File: config.mk
export PLATFORM = sky130hd
export DESIGN_NAME = bram_loader
export DESIGN_NICKNAME = d
export VERILOG_FILES = /design/src/rtl/cnn_pkg.sv /design/src/rtl/bram_loader_cfgchk.sv /design/src/rtl/bram_loader.sv
export SDC_FILE = /design/constraint.sdc
export NUM_CORES = 2
export LEC_CHECK = 0
export CAP_MARGIN = 20
export CORE_MARGIN = 1.5
export CORE_UTILIZATION = 52
export CTS_BUF_LIST = sky130_fd_sc_hd__clkbuf_8 sky130_fd_sc_hd__clkbuf_16
export DETAILED_ROUTE_END_ITERATION = 8
export PLACE_DENSITY = 0.74
export SETUP_SLACK_MARGIN = 0.05
export SYNTH_ARGS = -nofsm -noshare
export SYNTH_HDL_FRONTEND = slang
export SYNTH_SLANG_ARGS = --single-unit
File: constraint.sdc
create_clock -name clk -period 36.3 [get_ports clk]
set_clock_uncertainty 0.2 [all_clocks]
set_input_delay 10.89 -clock clk [delete_from_list [all_inputs] [get_ports clk]]
set_output_delay 10.89 -clock clk [all_outputs]
set_load 0.01 [all_outputs]
File: src/rtl/cnn_pkg.sv
// Shared definitions for the CNN accelerator memory path: default widths,
// BRAM depth and the loader FSM state encoding.
package cnn_pkg;

  localparam int DEF_WIDTH  = 8;
  localparam int DEF_AW     = 10;
  localparam int DEF_DW     = 8;
  localparam int BRAM_DEPTH = 1 << DEF_AW;

  // Encoding is visible on the debug state port, so values are fixed.
  typedef enum logic [2:0] {
    IDLE    = 3'd0,
    CALC    = 3'd1,
    LOAD_IN = 3'd2,
    LOAD_W  = 3'd3,
    DONE    = 3'd4,
    ERR     = 3'd5
  } loader_state_t;

endpackage

File: src/rtl/bram_loader_cfgchk.sv
// Load-size computation and address-range validation for bram_loader.
// Sizes are registered when a load request is accepted; the error flag is
// evaluated from those registers plus the latched base addresses during CALC.
module bram_loader_cfgchk import cnn_pkg::*; #(
  parameter int AW    = DEF_AW,
  parameter int DW    = DEF_DW,
  parameter int DEPTH = BRAM_DEPTH
) (
  input  logic          clk,
  input  logic          rst,
  input  logic          load_en,
  input  logic [DW-1:0] cfg_do,
  input  logic [DW-1:0] cfg_di,
  input  logic [DW-1:0] cfg_dr,
  input  logic [DW-1:0] cfg_dc,
  input  logic [DW-1:0] cfg_dkr,
  input  logic [DW-1:0] cfg_dkc,
  input  logic [AW-1:0] in_base,
  input  logic [AW-1:0] w_base,
  output logic [23:0]   nin,
  output logic [31:0]   nw,
  output logic          err
);

  logic [23:0] nin_reg, nin_next;
  logic [31:0] nw_reg, nw_next;
  logic [32:0] in_lo, in_hi, w_lo, w_hi, depth;

  assign nin_next = 24'(cfg_di) * 24'(cfg_dr) * 24'(cfg_dc);
  assign nw_next  = 32'(cfg_do) * 32'(cfg_di) * 32'(cfg_dkr) * 32'(cfg_dkc);

  // Capture the byte counts together with the rest of the load request.
  always_ff @(posedge clk) begin
    if (rst) begin
      nin_reg <= '0;
      nw_reg  <= '0;
    end else if (load_en) begin
      nin_reg <= nin_next;
      nw_reg  <= nw_next;
    end
  end

  // 33-bit arithmetic so that base+size can never wrap before comparing.
  always_comb begin
    depth = 33'(DEPTH);
    in_lo = 33'(in_base);
    w_lo  = 33'(w_base);
    in_hi = in_lo + 33'(nin_reg);
    w_hi  = w_lo + 33'(nw_reg);
    err   = (nin_reg == '0) || (nw_reg == '0) ||
            (in_hi > depth) || (w_hi > depth) ||
            ((in_lo < w_hi) && (w_lo < in_hi));
  end

  assign nin = nin_reg;
  assign nw  = nw_reg;

endmodule

File: src/rtl/bram_loader.sv
// Writer side of the shared feature/weight BRAM. Consumes one byte stream
// holding the feature map followed by the weights and writes each part
// linearly from its own base address. Optional running byte checksum is
// enabled with the macro BRAM_LOADER_CHECKSUM_EN.
module bram_loader import cnn_pkg::*; #(
  parameter int WIDTH = DEF_WIDTH,
  parameter int AW    = DEF_AW,
  parameter int DW    = DEF_DW
) (
  input  logic             clk,
  input  logic             rst,
  input  logic             cfg_start,
  input  logic [DW-1:0]    cfg_do,
  input  logic [DW-1:0]    cfg_di,
  input  logic [DW-1:0]    cfg_dr,
  input  logic [DW-1:0]    cfg_dc,
  input  logic [DW-1:0]    cfg_dkr,
  input  logic [DW-1:0]    cfg_dkc,
  input  logic [AW-1:0]    inaddr,
  input  logic [AW-1:0]    waddr,
  input  logic [WIDTH-1:0] s_data,
  input  logic             s_valid,
  output logic             s_ready,
  output logic             mem_wea,
  output logic [AW-1:0]    mem_addr,
  output logic [WIDTH-1:0] mem_din,
  output logic             busy,
  output logic             load_done,
  output logic             cfg_err,
  output logic [2:0]       state
`ifdef BRAM_LOADER_CHECKSUM_EN
  ,
  output logic [15:0]      checksum
`endif
);

  loader_state_t    state_reg, state_next;
  logic [AW-1:0]    inaddr_reg, waddr_reg;
  logic [AW:0]      count_reg;
  logic             mem_wea_reg;
  logic [AW-1:0]    mem_addr_reg;
  logic [WIDTH-1:0] mem_din_reg;
  logic [23:0]      nin;
  logic [31:0]      nw;
  logic             chk_err;
  logic             start_ok, accept, last_in, last_w;

  assign start_ok = cfg_start && (state_reg == IDLE);
  assign s_ready  = (state_reg == LOAD_IN) || (state_reg == LOAD_W);
  assign accept   = s_valid && s_ready;
  assign last_in  = (32'(count_reg) + 32'd1) == 32'(nin);
  assign last_w   = (32'(count_reg) + 32'd1) == nw;

  bram_loader_cfgchk #(
    .AW    (AW),
    .DW    (DW),
    .DEPTH (1 << AW)
  ) u_cfgchk (
    .clk     (clk),
    .rst     (rst),
    .load_en (start_ok),
    .cfg_do  (cfg_do),
    .cfg_di  (cfg_di),
    .cfg_dr  (cfg_dr),
    .cfg_dc  (cfg_dc),
    .cfg_dkr (cfg_dkr),
    .cfg_dkc (cfg_dkc),
    .in_base (inaddr_reg),
    .w_base  (waddr_reg),
    .nin     (nin),
    .nw      (nw),
    .err     (chk_err)
  );

  // State register.
  always_ff @(posedge clk) begin
    if (rst) state_reg <= IDLE;
    else     state_reg <= state_next;
  end

  // Next-state logic: CALC, DONE and ERR each last exactly one cycle.
  always_comb begin
    state_next = state_reg;
    case (state_reg)
      IDLE:    if (cfg_start) state_next = CALC;
      CALC:    state_next = chk_err ? ERR : LOAD_IN;
      LOAD_IN: if (accept && last_in) state_next = LOAD_W;
      LOAD_W:  if (accept && last_w) state_next = DONE;
      DONE:    state_next = IDLE;
      ERR:     state_next = IDLE;
      default: state_next = IDLE;
    endcase
  end

  // Base-address latch, beat counter and registered BRAM write port.
  always_ff @(posedge clk) begin
    if (rst) begin
      inaddr_reg   <= '0;
      waddr_reg    <= '0;
      count_reg    <= '0;
      mem_wea_reg  <= 1'b0;
      mem_addr_reg <= '0;
      mem_din_reg  <= '0;
    end else begin
      mem_wea_reg <= accept;
      if (start_ok) begin
        inaddr_reg <= inaddr;
        waddr_reg  <= waddr;
        count_reg  <= '0;
      end
      if (accept) begin
        mem_din_reg  <= s_data;
        mem_addr_reg <= ((state_reg == LOAD_IN) ? inaddr_reg : waddr_reg) + count_reg[AW-1:0];
        // Counter restarts at the region boundary so weights begin at waddr.
        if ((state_reg == LOAD_IN && last_in) || (state_reg == LOAD_W && last_w))
          count_reg <= '0;
        else
          count_reg <= count_reg + (AW+1)'(1);
      end
    end
  end

`ifdef BRAM_LOADER_CHECKSUM_EN
  logic [15:0] checksum_reg;

  // Running sum of accepted bytes; updates alongside mem_din so the final
  // byte is included by the load_done cycle.
  always_ff @(posedge clk) begin
    if (rst)           checksum_reg <= '0;
    else if (start_ok) checksum_reg <= '0;
    else if (accept)   checksum_reg <= checksum_reg + 16'(s_data);
  end

  assign checksum = checksum_reg;
`endif

  assign mem_wea   = mem_wea_reg;
  assign mem_addr  = mem_addr_reg;
  assign mem_din   = mem_din_reg;
  assign busy      = (state_reg == CALC) || (state_reg == LOAD_IN) ||
                     (state_reg == LOAD_W) || (state_reg == DONE);
  assign load_done = (state_reg == DONE);
  assign cfg_err   = (state_reg == ERR);
  assign state     = state_reg;

endmodule

==> metrics.txt <==
status=completed; insertion delay to the later sink of the worst-skew pair=approximately 380 ps; Post-synth EDFFs=0; DR iter-0 viols=a little over 1000; Row Count=80; top cells by area, synth=fa_1 (30%), ha_1 (13%), dfxtp_1 (8.7%); Max-slew headroom=26.0%; Core Region=between 40000 and 50000 sq um; IO buf count=between 100 and 150; Yosys reg bits=approximately 110; Critical Path RT=between 30000 and 40000 ps; area of the mapped netlist=~25000 sq um; crit share post-route=roughly 68%; Max-Cap Viols=0; GR Overflow Total=0; Area Growth Syn to Fin=7.20%; Post-CTS Resized=0; WL per Instance=between 15 and 20 um; largest net degree at the start of global routing=70; Final setup viols=0; Routed WL=61.3 mm; fin. max-slew vios=0; Yosys cell types=between 70 and 80; Clock Sinks=between 100 and 150; first-pass GRT wire length=~100 mm; slowest CP cell=clkdlybuf4s50_1; Bufs on Longest Clock Path=2; Pre-antenna DRT Iters=5; die area=~50000 sq um; delay of the slowest critical-path stage=around 870 ps; crit path max fanout=15; vias in the first global route=between 20000 and 25000; setup_tns=0 ps; Die H=between 200 and 250 um; Worst Setup Start Kind=input port; most common cell after layout, fill and taps aside=nand2_1; final hold vios=0; H-tree lvl count=3; asr flop ratio synth=0%; CTS Root Cell=clkbuf_16; via count=21000; CTS tree=done; Synth top area share=29.8%; worst hold path class=flip-flop to flip-flop; Post-Syn Area per Cell=8.23 sq um; nets=roughly 3800; minimum clock period=24580 ps; Final GP Congestion=0.928; Worst-path clk slew=about 80 ps; n_diodes=0; total track usage=25.1%; Largest register FFs=32; Post-Syn Instances=a little over 3000; antenna violations before repair=0; DRC Markers=0; ratio of cells with drive above 1 in the final layout=between 2 and 2.5%; Detail Route Antenna Nets=0; CP endpoint kind=flip-flop; dpl hpwl=around 50 mm; Post-CTS Setup Bufs=0; Die X=between 200 and 250 um; cts hold-fix bufs=0; fmax=about 40 MHz; Mapped Nets=3777; most used cell, CP=fa_1; crit path DAT=24700 ps; worst-margin pin slew=approximately 1100 ps; area leader, netlist=fa_1; Synthesis Warnings=0; most frequent cells in the layout=nand2_1 (468), inv_1 (461), fa_1 (375); Vias/cell=around 5.7; Starting Density=52.8%; Num CTS Buffers=9; kind of critical path=input port to flip-flop; Ports=106; register area share after synthesis=around 8.7%; Synth Flop Type=dfxtp_1; RSZ-0062 raised after global routing=false
-- kinds of logic after synthesis --
logic type               count (synthesis)  synth area share [%]
AO/OA/AOI/OAI                          452                  11.4
adder cells (fa/ha/maj)                635                  42.7
multiplexers                            41                  1.72
AND/OR/NAND/NOR                       1129                  22.3
buffers and inverters                  561                  8.39
XOR/XNOR                               135                  4.81
flip-flops                             109                  8.66
-- cell usage after synthesis, types with 21 or more instances --
cell      count
and3_1       41
dfxtp_1     109
clkbuf_1     89
mux2i_1      23
a211oi_1     24
nand3_1      57
fa_1        375
nand2b_1     34
nor2b_1      25
nor2_1       96
ha_1        260
a21o_1       40
and2_1      277
o21ai_0      76
xor2_1       44
inv_1       460
a21oi_1     161
xnor2_1      89
o21bai_1     27
nor3_1       35
nand2_1     468
nand4_1      21
-- metal layers --
| layer | global-route usage, % | wire length, um | vias to the layer above |
|---|---|---|---|
| met1 | 33.0 | 26800 | 10300 |
| met5 | 0 | 0 | - |
| met3 | 2.36 | 2940 | 98 |
| met4 | 6.78 | 1320 | 0 |
| li1 | - | - | 9970 |
| met2 | 44.3 | 30300 | 605 |
-- critical path, delay by kind of cell --
family | cells | cell delay, ps
and+or+nand+nor | 11 | 1980
buffers and inverters | 7 | 1140
xor gates and xnor gates | 2 | 870
AOI/OAI and AO/OA | 10 | 2680
adders and majority gates | 15 | 7120
-- area by class of cell --
type	count	area, sq um
clock buffers	10	239
clock inverters	6	55.1
fillers	4315	20700
inverters	461	1730
multi-input cells	2392	20900
flip-flops and latches	109	2180
well taps	615	769
repair buffers	114	1120
-- final timing paths --
| path | startpoint | endpoint | slack, ps | cells after the start |
|---|---|---|---|---|
| worst max-delay path | cfg_do[0] | u_cfgchk.nw[29]$_SDFFE_PP0P_ | 11720 | 45 |
| worst min-delay path | mem_addr[6]$_SDFFE_PP0P_ | mem_addr[6]$_SDFFE_PP0P_ | 250 | 2 |
| worst max register to register | u_cfgchk.nw[0]$_SDFFE_PP0P_ | state[1]$_SDFFE_PP0P_ | 32140 | 13 |
| worst min register to register | mem_addr[6]$_SDFFE_PP0P_ | mem_addr[6]$_SDFFE_PP0P_ | 250 | 2 |
-- stage by stage --
stage / instance area [sq um] / instances / setup slack, ps / utilization [%] / hold WS, ps
after floorplan: 25200 / 3062 / 13290 / - / 246
after global placement: 26700 / 3690 / 11820 / 55.9 / 240
after detailed placement: 26700 / 3690 / 11310 / 55.9 / 246
after CTS: 27000 / 3706 / 11660 / 56.6 / 257
after global routing: 27000 / 3707 / 10640 / 56.6 / 275
final: 27000 / 3707 / 11720 / 56.6 / 253
Power is left out: the tool's default activity adds up to more than one toggle a clock period on the data nets, which glitch-free logic cannot reach.
